`src/rtl/hack_pkg.sv`:
```
// Shared types for the Hack fetch path: word width, fetch FSM states and the
// {addr, data} entry carried through the instruction FIFO.
package hack_pkg;

  localparam int WORD_W = 16;

  typedef enum logic {
    FS_INIT = 1'b0,
    FS_RUN  = 1'b1
  } fetch_state_t;

  typedef struct packed {
    logic [WORD_W-1:0] addr;
    logic [WORD_W-1:0] data;
  } fetch_entry_t;

endpackage

```
`src/rtl/fetch_ctrl_if.sv`:
```
// Decode-side port bundle of the fetch controller: the instruction stream
// towards the CPU and the redirect request coming back from it.
interface fetch_ctrl_if #(
  parameter int WIDTH = 16
);

  // A word transfers on every rising edge where instr_valid and instr_ready
  // are both high. instr_valid never waits on instr_ready, and instr and
  // instr_addr hold steady while instr_valid is high without instr_ready.
  // A jmp_valid cycle squashes everything buffered, including a head offered
  // in that same cycle.
  logic             jmp_valid;
  logic [WIDTH-1:0] jmp_addr;
  logic             instr_valid;
  logic             instr_ready;
  logic [WIDTH-1:0] instr;
  logic [WIDTH-1:0] instr_addr;

  modport master (
    output instr_valid, instr, instr_addr,
    input  instr_ready, jmp_valid, jmp_addr
  );

  modport slave (
    input  instr_valid, instr, instr_addr,
    output instr_ready, jmp_valid, jmp_addr
  );

endinterface

```
`src/rtl/fetch_fifo.sv`:
```
// Small synchronous FIFO of fetch entries with a dominant flush and an
// occupancy count; storage resets to zero so the head reads 0 after reset.
module fetch_fifo
  import hack_pkg::*;
#(
  parameter  int DEPTH = 2,
  localparam int PW    = $clog2(DEPTH),
  localparam int CW    = PW + 1
) (
  input  logic          clk,
  input  logic          reset,
  input  logic          push,
  input  logic          pop,
  input  logic          flush,
  input  fetch_entry_t  wdata,
  output fetch_entry_t  rdata,
  output logic [CW-1:0] count
);

  fetch_entry_t  mem [DEPTH];
  logic [PW-1:0] rd_ptr;
  logic [PW-1:0] wr_ptr;

  always_ff @(posedge clk or negedge reset) begin
    if (!reset) begin
      for (int i = 0; i < DEPTH; i++) mem[i] <= '0;
      rd_ptr <= '0;
      wr_ptr <= '0;
      count  <= '0;
    end else if (flush) begin
      rd_ptr <= '0;
      wr_ptr <= '0;
      count  <= '0;
    end else begin
      if (push) begin
        mem[wr_ptr] <= wdata;
        wr_ptr      <= wr_ptr + PW'(1);
      end
      if (pop) rd_ptr <= rd_ptr + PW'(1);
      // Power-of-two depth lets the pointers wrap naturally.
      if (push && !pop)      count <= count + CW'(1);
      else if (pop && !push) count <= count - CW'(1);
    end
  end

  assign rdata = mem[rd_ptr];

endmodule

```
`src/rtl/fetch_ctrl.sv`:
```
// Hack instruction fetch controller: steers the PC, issues ROM reads, tags the
// returning words with their address and streams them to decode.
module fetch_ctrl
  import hack_pkg::*;
#(
  parameter int WIDTH = WORD_W,
  parameter int DEPTH = 2
) (
  input  logic               clk,
  input  logic               reset,
  input  logic [WIDTH-1:0]   pc_out,
  output logic [WIDTH-1:0]   pc_in,
  output logic               pc_load,
  output logic               pc_inc,
  output logic               pc_reset,
  output logic               rom_en,
  output logic [WIDTH-1:0]   rom_addr,
  input  logic [WIDTH-1:0]   rom_data,
  fetch_ctrl_if.master       dec,
  output fetch_state_t       state_dbg
);

  localparam int CW = $clog2(DEPTH) + 1;
  localparam int OW = CW + 1;

  fetch_state_t   state;
  fetch_state_t   state_nxt;
  logic           inflight;
  logic [WIDTH-1:0] tag;
  logic [CW-1:0]  count;
  logic           pop;
  logic           push;
  logic           flush;
  logic [OW-1:0]  occupancy;
  fetch_entry_t   head;
  fetch_entry_t   wentry;

  // Slots already committed once this cycle's pop is accounted for; a pop
  // only happens with count >= 1, so this never underflows.
  assign occupancy = OW'(count) + OW'(inflight) - OW'(pop);

  always_comb begin
    state_nxt = FS_RUN;
    pc_reset  = 1'b0;
    pc_load   = 1'b0;
    pc_inc    = 1'b0;
    pc_in     = '0;
    rom_en    = 1'b0;
    flush     = 1'b0;
    if (state == FS_INIT) begin
      pc_reset = 1'b1;
    end else if (dec.jmp_valid) begin
      pc_load = 1'b1;
      pc_in   = dec.jmp_addr;
      flush   = 1'b1;
    end else if (occupancy < OW'(DEPTH)) begin
      rom_en = 1'b1;
      pc_inc = 1'b1;
    end
  end

  always_ff @(posedge clk or negedge reset) begin
    if (!reset) begin
      state    <= FS_INIT;
      inflight <= 1'b0;
      tag      <= '0;
    end else begin
      state    <= state_nxt;
      // A redirect forces rom_en low, which also drops the pending read.
      inflight <= rom_en;
      if (rom_en) tag <= pc_out;
    end
  end

  assign rom_addr  = pc_out;
  assign push      = inflight && !flush;
  assign pop       = dec.instr_valid && dec.instr_ready;
  assign wentry    = '{addr: tag, data: rom_data};
  assign state_dbg = state;

  fetch_fifo #(.DEPTH(DEPTH)) u_fifo (
    .clk   (clk),
    .reset (reset),
    .push  (push),
    .pop   (pop),
    .flush (flush),
    .wdata (wentry),
    .rdata (head),
    .count (count)
  );

  assign dec.instr_valid = (count != '0);
  assign dec.instr       = head.data;
  assign dec.instr_addr  = head.addr;

endmodule

```
`src/flat_wrapper.sv`:
```
// flat-port wrapper written by rule: the top's interface ports become plain ports
module fetch_ctrl_flat import hack_pkg::*;
#(
  parameter int WIDTH = WORD_W,
  parameter int DEPTH = 2
)
  (clk, reset, pc_out, pc_in, pc_load, pc_inc, pc_reset, rom_en, rom_addr, rom_data, state_dbg, dec_instr_valid, dec_instr, dec_instr_addr, dec_instr_ready, dec_jmp_valid, dec_jmp_addr);
  fetch_ctrl_if #(.WIDTH(WIDTH)) dec_i ();
  input  logic clk;
  input  logic reset;
  input  logic [WIDTH-1:0] pc_out;
  output logic [WIDTH-1:0] pc_in;
  output logic pc_load;
  output logic pc_inc;
  output logic pc_reset;
  output logic rom_en;
  output logic [WIDTH-1:0] rom_addr;
  input  logic [WIDTH-1:0] rom_data;
  output fetch_state_t state_dbg;
  output wire logic [$bits(dec_i.instr_valid)-1:0] dec_instr_valid;
  output wire logic [$bits(dec_i.instr)-1:0] dec_instr;
  output wire logic [$bits(dec_i.instr_addr)-1:0] dec_instr_addr;
  input wire logic [$bits(dec_i.instr_ready)-1:0] dec_instr_ready;
  input wire logic [$bits(dec_i.jmp_valid)-1:0] dec_jmp_valid;
  input wire logic [$bits(dec_i.jmp_addr)-1:0] dec_jmp_addr;
  assign dec_instr_valid = dec_i.instr_valid;
  assign dec_instr = dec_i.instr;
  assign dec_instr_addr = dec_i.instr_addr;
  assign dec_i.instr_ready = dec_instr_ready;
  assign dec_i.jmp_valid = dec_jmp_valid;
  assign dec_i.jmp_addr = dec_jmp_addr;
  fetch_ctrl #(.WIDTH(WIDTH), .DEPTH(DEPTH)) u_core (.clk(clk), .reset(reset), .pc_out(pc_out), .pc_in(pc_in), .pc_load(pc_load), .pc_inc(pc_inc), .pc_reset(pc_reset), .rom_en(rom_en), .rom_addr(rom_addr), .rom_data(rom_data), .dec(dec_i), .state_dbg(state_dbg));
endmodule
```
`config.mk`:
```
export PLATFORM = sky130hd
export DESIGN_NAME = fetch_ctrl_flat
export DESIGN_NICKNAME = d
export VERILOG_FILES = /design/src/rtl/hack_pkg.sv /design/src/rtl/fetch_ctrl_if.sv /design/src/rtl/fetch_fifo.sv /design/src/rtl/fetch_ctrl.sv /design/src/flat_wrapper.sv
export SDC_FILE = /design/constraint.sdc
export NUM_CORES = 1
export LEC_CHECK = 0
export ABC_AREA = 1
export CORE_AREA = 4 4 143 76
export CTS_CLUSTER_SIZE = 40
export DETAILED_ROUTE_END_ITERATION = 12
export DIE_AREA = 0 0 147 80
export PLACE_DENSITY_LB_ADDON = 0.2
export SETUP_SLACK_MARGIN = 0.02
export SYNTH_ARGS = -nofsm -noshare
export SYNTH_HDL_FRONTEND = slang
export SYNTH_SLANG_ARGS = --single-unit
```
`constraint.sdc`:
```
create_clock -name clk -period 3.5 [get_ports clk]
set_input_delay 0.875 -clock clk [delete_from_list [all_inputs] [get_ports clk]]
set_output_delay 0.875 -clock clk [all_outputs]
set_load 0.01 [all_outputs]
```
==> results of run 1 <==
through the flow:
step	worst slack [ps]	TNS, ps
final	133.5	0
after global routing	58.59	0
after CTS	-1.771	-1.771
after detailed placement	-729.6	-1445
after global placement	-687.6	-1375
after floorplan	32.87	0
how the worst max path moves through the flow:
stage,startpoint,endpoint,slack [ps],depth (start not counted)
after floorplan,dec_instr_ready,rom_en,30,11
after global placement,dec_instr_ready,rom_en,-690,11
after detailed placement,dec_instr_ready,rom_en,-730,11
after CTS,dec_instr_ready,rom_en,-2,11
after global routing,u_core.u_fifo.count[0],rom_en,60,12
final,dec_instr_ready,rom_en,130,11
what timing repair did:
action | in CTS | in global routing
pin swaps | 2 | 2
gates resized for setup | 9 | 6
setup endpoints to repair | 2 | 2
endpoints found under the hold margin | 0 | 0
setup buffers | 1 | 0
cells by family (layout without fill, tap and decap cells):
| group | Yosys count | after routing | synth area share (%) |
|---|---|---|---|
| AOI/OAI and AO/OA | 64 | 64 | 8.013 |
| and+or+nand+nor | 251 | 251 | 24.79 |
| other | 1 | 1 | 0.09381 |
| adders and majority gates | 3 | 3 | 1.127 |
| buffers and inverters | 100 | 208 | 11.74 |
| xor gates and xnor gates | 1 | 1 | 0.4070 |
| DFF | 86 | 86 | 53.83 |
sequential cells by signal, summed over array words and instances, names as in the netlist:
register,cells
u_core.state_dbg,1
u_core.inflight,1
u_core.u_fifo.rd_ptr,1
u_core.u_fifo.mem,64
u_core.tag,16
u_core.u_fifo.wr_ptr,1
u_core.u_fifo.count,2
tightest hold or removal path: stages, from the launching register on:
cell and delay, ps:
dfrtp_1 340, nand2_1 50, nand2_1 40
layer usage:
layer,global-route usage [%],vias to the layer above,part of all wire (%)
li1,-,1730,-
met1,21.16,1535,49
met5,0,-,0
met2,26.11,68,45
met4,4.647,0,0.79
met3,4.708,6,4.7
synth_stat cells (all sizes together):
cell,instances,area share (%)
or2,1,0.16
nor2,20,1.9
inv,58,5.4
nand2,207,20
buf,30,5.1
conb,1,0.094
fa,1,0.50
o21ai,64,8.0
clkbuf,12,1.2
xnor2,1,0.41
nand3b,1,0.19
dfrtp,86,54
ha,2,0.63
nand3,22,2.9
area by class of cell:
type,instances,area [um^2]
clock buffer,11,242.7
timing repair buffer,134,1304
tap,135,168.9
inverter,58,220.2
clock inverter,5,58.81
multi-input combinational,320,1420
fill,895,3849
sequential,86,2152
where the power goes:
| part | internal, mW | switching [mW] | total [mW] |
|---|---|---|---|
| logic | 0.852 | 0.920 | 1.77 |
| registers | 1.40 | 0.232 | 1.63 |
| clock network | 0.572 | 0.368 | 0.940 |
| total | 2.82 | 1.52 | 4.34 |
==> run_results.csv, run 1 <==
group,metric,value,unit
cells_and_area,fin_cells,749,
placed_design,gp_congestion,0.6927,
setup_path,cp-end-kind,"output port",
drt,drt_iter0_markers,216,
setup_path,crit_fanout,3,
setup_path,required,2620,ps
timing,finalSetupViolCount,0,
die,core,9415,um^2
cells_and_area,drive_gt1_share,7.003,%
placed_design,dp.final_hpwl,6.194,mm
synthesis,synth.yosys.seq_area_share,53.83,%
setup_path,r2r-end,"u_core.tag[9]",
cells_and_area,antenna_cells,0,
drt,firstDrtPassIters,4,
synthesis,yosys.cell_types.count,20,
timing,worst_pin_slew,1077,ps
clock_tree,clkLatencyLatePin,330,ps
cells_and_area,final_cell_mix,"203 x nand2_1, 117 x clkdlybuf4s50_1, 86 x dfrtp_1, 64 x o21ai_0, 56 x inv_1",
setup_path,crit_chain,"clkbuf_2 -> nand2_4 -> inv_2 -> ha_4 -> or2_4 -> fa_1 -> nand2_2 -> nor2_4 -> nand2_4 -> inv_4 -> buf_6",
drt,drt_wl_total,9.074,mm
setup_path,cp.arrival,2490,ps
hold_path,min_to,"u_core.tag[6]",
setup_path,cpPeakStageDelay,550,ps
setup_path,cpMostUsedCell,"nand2_4",
die,die_h,80,um
setup_path,critPathKind,"in2out",
cells_and_area,fin_util,59.12,%
power_and_ir_drop,irDropWorstVdd,0.0002691,V
hold_path,worstHoldPathCells,2,
setup_path,slowest_stage,"fa_1",
die,die_area,11760,um^2
grt,first_global_vias,3148,
cells_and_area,final_nets,664,
setup_path,path_buf_inv,4,
power_and_ir_drop,power,4.344,mW
drt,drc_errors,0,
synthesis,syn_inst,506,
clock_tree,cts_hold_buf,0,
clock_tree,clockRootBuffer,"clkbuf_16",
synthesis,syn-cell-area,3998,um^2
clock_tree,htreeDepth,3,
grt,antenna_found_initial,0,
setup_path,r2r_start,"u_core.u_fifo.count[0]",
timing,holdWs,470.2,ps
die,io_pins,122,
grt,grt_usage,16.09,%
timing,clock_skew,5.991,ps
grt,grt_pass1_wl,15.05,mm
clock_tree,cts_tree,"yes",
die,start_util,42.46,%
setup_path,reg2regPathDepth,13,
timing,slew_viol_final,0,
timing,fmax,0.2970,GHz
synthesis,ys_seq_elements,86,
die,die_x,147,um
placed_design,placed_cells,732,
hold_path,worstHoldPathType,"reg2reg",
clock_tree,clockBufferDepth,2,
run_status,status,"finished, final reports clean",
setup_path,crit_path_start_kind,"input port",
timing,grt_setup_unrepaired,"no",
drt,vias_per_cell,4.458,
cells_and_area,area_growth,39.25,%
grt,grt.overflow.total,0,
grt,grt_max_degree,87,
clock_tree,cts_made_buffers,9,
die,num_rows,25,
synthesis,synth.avg_cell_area,7.900,um^2
timing,maxSlewHeadroom,28.22,%
setup_path,cp_top_family,"adder cells",
clock_tree,cts.sinks,86,
drt,post_drt_wl_per_cell,12.11,um
cells_and_area,layout_commonest_cell,"nand2_1",
placed_design,dpl_cell_area,5258,um^2
setup_path,r2r_setup_slack,1070,ps
placed_design,port_buffers,121,
power_and_ir_drop,power_leakage,2.809,nW
drt,drtAntennaViolNets,0,
clock_tree,path_clk_slew,60,ps
synthesis,synth_nets,561,
timing,fin_crit,3366,ps
timing,fin_crit_sh,96.18,%
run,max_cap_viol_count,0,
hold_path,hp-start,"u_core.tag[6]",
drt,dr_total_vias,3339,
timing,hold_viol,0,
power_and_ir_drop,p_per_area,780.4,nW/um^2
synthesis,synth-warning-count,0,
cells_and_area,post-route-cell-area,5567,um^2
No activity file was read; power rests on OpenSTA's default activity.
==> run 2: changes to the inputs <==
Settings changed: CAP_MARGIN set to 20.
==> run 2 against run 1 <==
Net effect: sequential power barely moved; clock-buffer cell count is the same; via count is 0.12% lower; first-iteration DRC count shrank 22%; non-clock buffer count rose by 1; register-to-register slack about the same.
==> run_results.csv, run 2 (same netlist as run 1, synthesis figures left out) <==
group,metric,value,unit
run_status,status,"finished, final reports clean",
cells_and_area,post-route-cell-area,5594,um^2
setup_path,r2r-end,"u_core.tag[9]",
setup_path,slowest_stage,"fa_1",
cells_and_area,area_growth,39.94,%
setup_path,cp_num_cells,11,
drt,drt_wl_total,9.093,mm
setup_path,cp.arrival,2490,ps
clock_tree,clockBufferDepth,2,
clock_tree,clkLatencyLatePin,330,ps
clock_tree,cts.sinks,86,
grt,first_global_vias,3148,
placed_design,port_buffers,121,
grt,antenna_found_initial,0,
setup_path,cpPeakStageDelay,550,ps
setup_path,critPathKind,"in2out",
timing,clock_skew,5.860,ps
setup_path,r2r_setup_slack,1060,ps
die,io_pins,122,
drt,post_drt_wl_per_cell,12.12,um
clock_tree,cts_tree,"yes",
timing,slew_viol_final,0,
hold_path,worstHoldPathType,"in2async",
clock_tree,cts_hold_buf,0,
clock_tree,cts_made_buffers,9,
placed_design,dpl_cell_area,5258,um^2
placed_design,dp_worst_setup_slack,-729.6,ps
setup_path,cp-end-kind,"output port",
cells_and_area,final_nets,665,
drt,drc_errors,0,
power_and_ir_drop,p_per_area,777.5,nW/um^2
die,num_rows,25,
setup_path,r2r_start,"u_core.u_fifo.count[0]",
setup_path,crit_path_start_kind,"input port",
timing,fin_crit_sh,96.22,%
power_and_ir_drop,irDropWorstVdd,0.0002690,V
clock_tree,clockRootBuffer,"clkbuf_16",
timing,grt_setup_unrepaired,"no",
grt,grt_usage,16.09,%
cells_and_area,final_cell_mix,"203 x nand2_1, 117 x clkdlybuf4s50_1, 86 x dfrtp_1, 64 x o21ai_0, 56 x inv_1",
power_and_ir_drop,power_leakage,2.822,nW
die,start_util,42.46,%
clock_tree,path_clk_slew,60,ps
placed_design,gp_congestion,0.6927,
drt,dr_total_vias,3335,
setup_path,crit_chain,"clkbuf_2 -> nand2_4 -> inv_2 -> ha_4 -> or2_4 -> fa_1 -> nand2_2 -> nor2_4 -> nand2_4 -> inv_4 -> buf_6",
drt,vias_per_cell,4.447,
setup_path,cp-endpoint,"rom_en",
cells_and_area,multi_input_area,1420,um^2
setup_path,startpoint,"dec_instr_ready",
cells_and_area,antenna_cells,0,
timing,maxSlewHeadroom,61.50,%
die,core,9415,um^2
cells_and_area,layout_commonest_cell,"nand2_1",
die,die_area,11760,um^2
cells_and_area,top_register,"u_core.u_fifo.mem",
die,die_x,147,um
cells_and_area,largest_reg_flops,64,
drt,drt_iter0_markers,168,
cells_and_area,nFillCells,894,
grt,grt.overflow.total,0,
timing,fin_setup_tns,0,ps
run,max_cap_viol_count,0,
drt,firstDrtPassIters,4,
power_and_ir_drop,power,4.349,mW
cells_and_area,drive_gt1_share,7.154,%
timing,hold_viol,0,
setup_path,reg2regPathDepth,13,
clock_tree,htreeDepth,3,
grt,grt_pass1_wl,15.05,mm
timing,fin_crit,3368,ps
die,die_h,80,um
setup_path,cpMostUsedCell,"nand2_4",
timing,finalSetupViolCount,0,
cells_and_area,regArea,2152,um^2
drt,drtAntennaViolNets,0,
setup_path,path_buf_inv,4,
setup_path,cp_top_family,"adder cells",
timing,layout_setup_ws,132.2,ps
placed_design,dp.final_hpwl,6.194,mm
setup_path,required,2620,ps
timing,fmax,0.2969,GHz
timing,worst_pin_slew,577.5,ps
setup_path,crit_fanout,3,
cells_and_area,reg_top3,"u_core.u_fifo.mem x64, u_core.tag x16, u_core.u_fifo.count x2",
grt,grt_max_degree,87,
-- run 2: changes by cell type in the layout (fill, tap and decap cells not counted), sizes merged --
cell	delta
buf	+1
-- run 2: final cells by class --
cell class	instances	area share (%)
inverters	58	3.936
flip-flops and latches	86	38.47
multi-input cells	320	25.39
clock buffers	11	4.339
well taps	135	3.019
clock inverters	5	1.051
repair buffers	135	23.80
-- run 2: timing repair --
item	CTS	global route
pin swaps	2	2
cloned	0	0
setup buffers	1	0
gates resized for setup	9	6
endpoints found under the setup margin	2	2
-- run 2: how the worst min path moves through the flow --
| stage | from | endpoint | slack [ps] |
|---|---|---|---|
| 6_report | reset | u_core.u_fifo.count[0] | 430 |
| 5_1_grt | reset | u_core.u_fifo.count[1] | 430 |
| 4_1_cts | u_core.tag[3] | u_core.tag[3] | 480 |
| 3_5_place_dp | u_core.tag[6] | u_core.tag[6] | 460 |
| 3_3_place_gp | u_core.tag[10] | u_core.tag[10] | 460 |
| 2_1_floorplan | u_core.tag[0] | u_core.tag[0] | 440 |
-- run 2: routing by layer --
metal / global-route usage (%) / share of wire [%]
met5: 0 / 0
met2: 26.11 / 46
met4: 4.647 / 0.79
met3: 4.708 / 4.8
met1: 21.16 / 49
-- run 2: where the power goes --
group	total (mW)	switching (mW)	leakage, nW	internal (mW)
clock network	0.939	0.367	0.142	0.572
logic	1.78	0.920	1.56	0.855
registers	1.64	0.234	1.12	1.40
total	4.35	1.52	2.82	2.83
-- run 2: through the flow --
stage               hold slack [ps]  util (%)  cells
floorplan                     441.9         -    506
global placement              455.9     55.84    732
detailed placement            460.8     55.84    732
CTS                           475.4     59.00    749
global route                  432.1     59.42    750
finish                        429.1     59.42    750
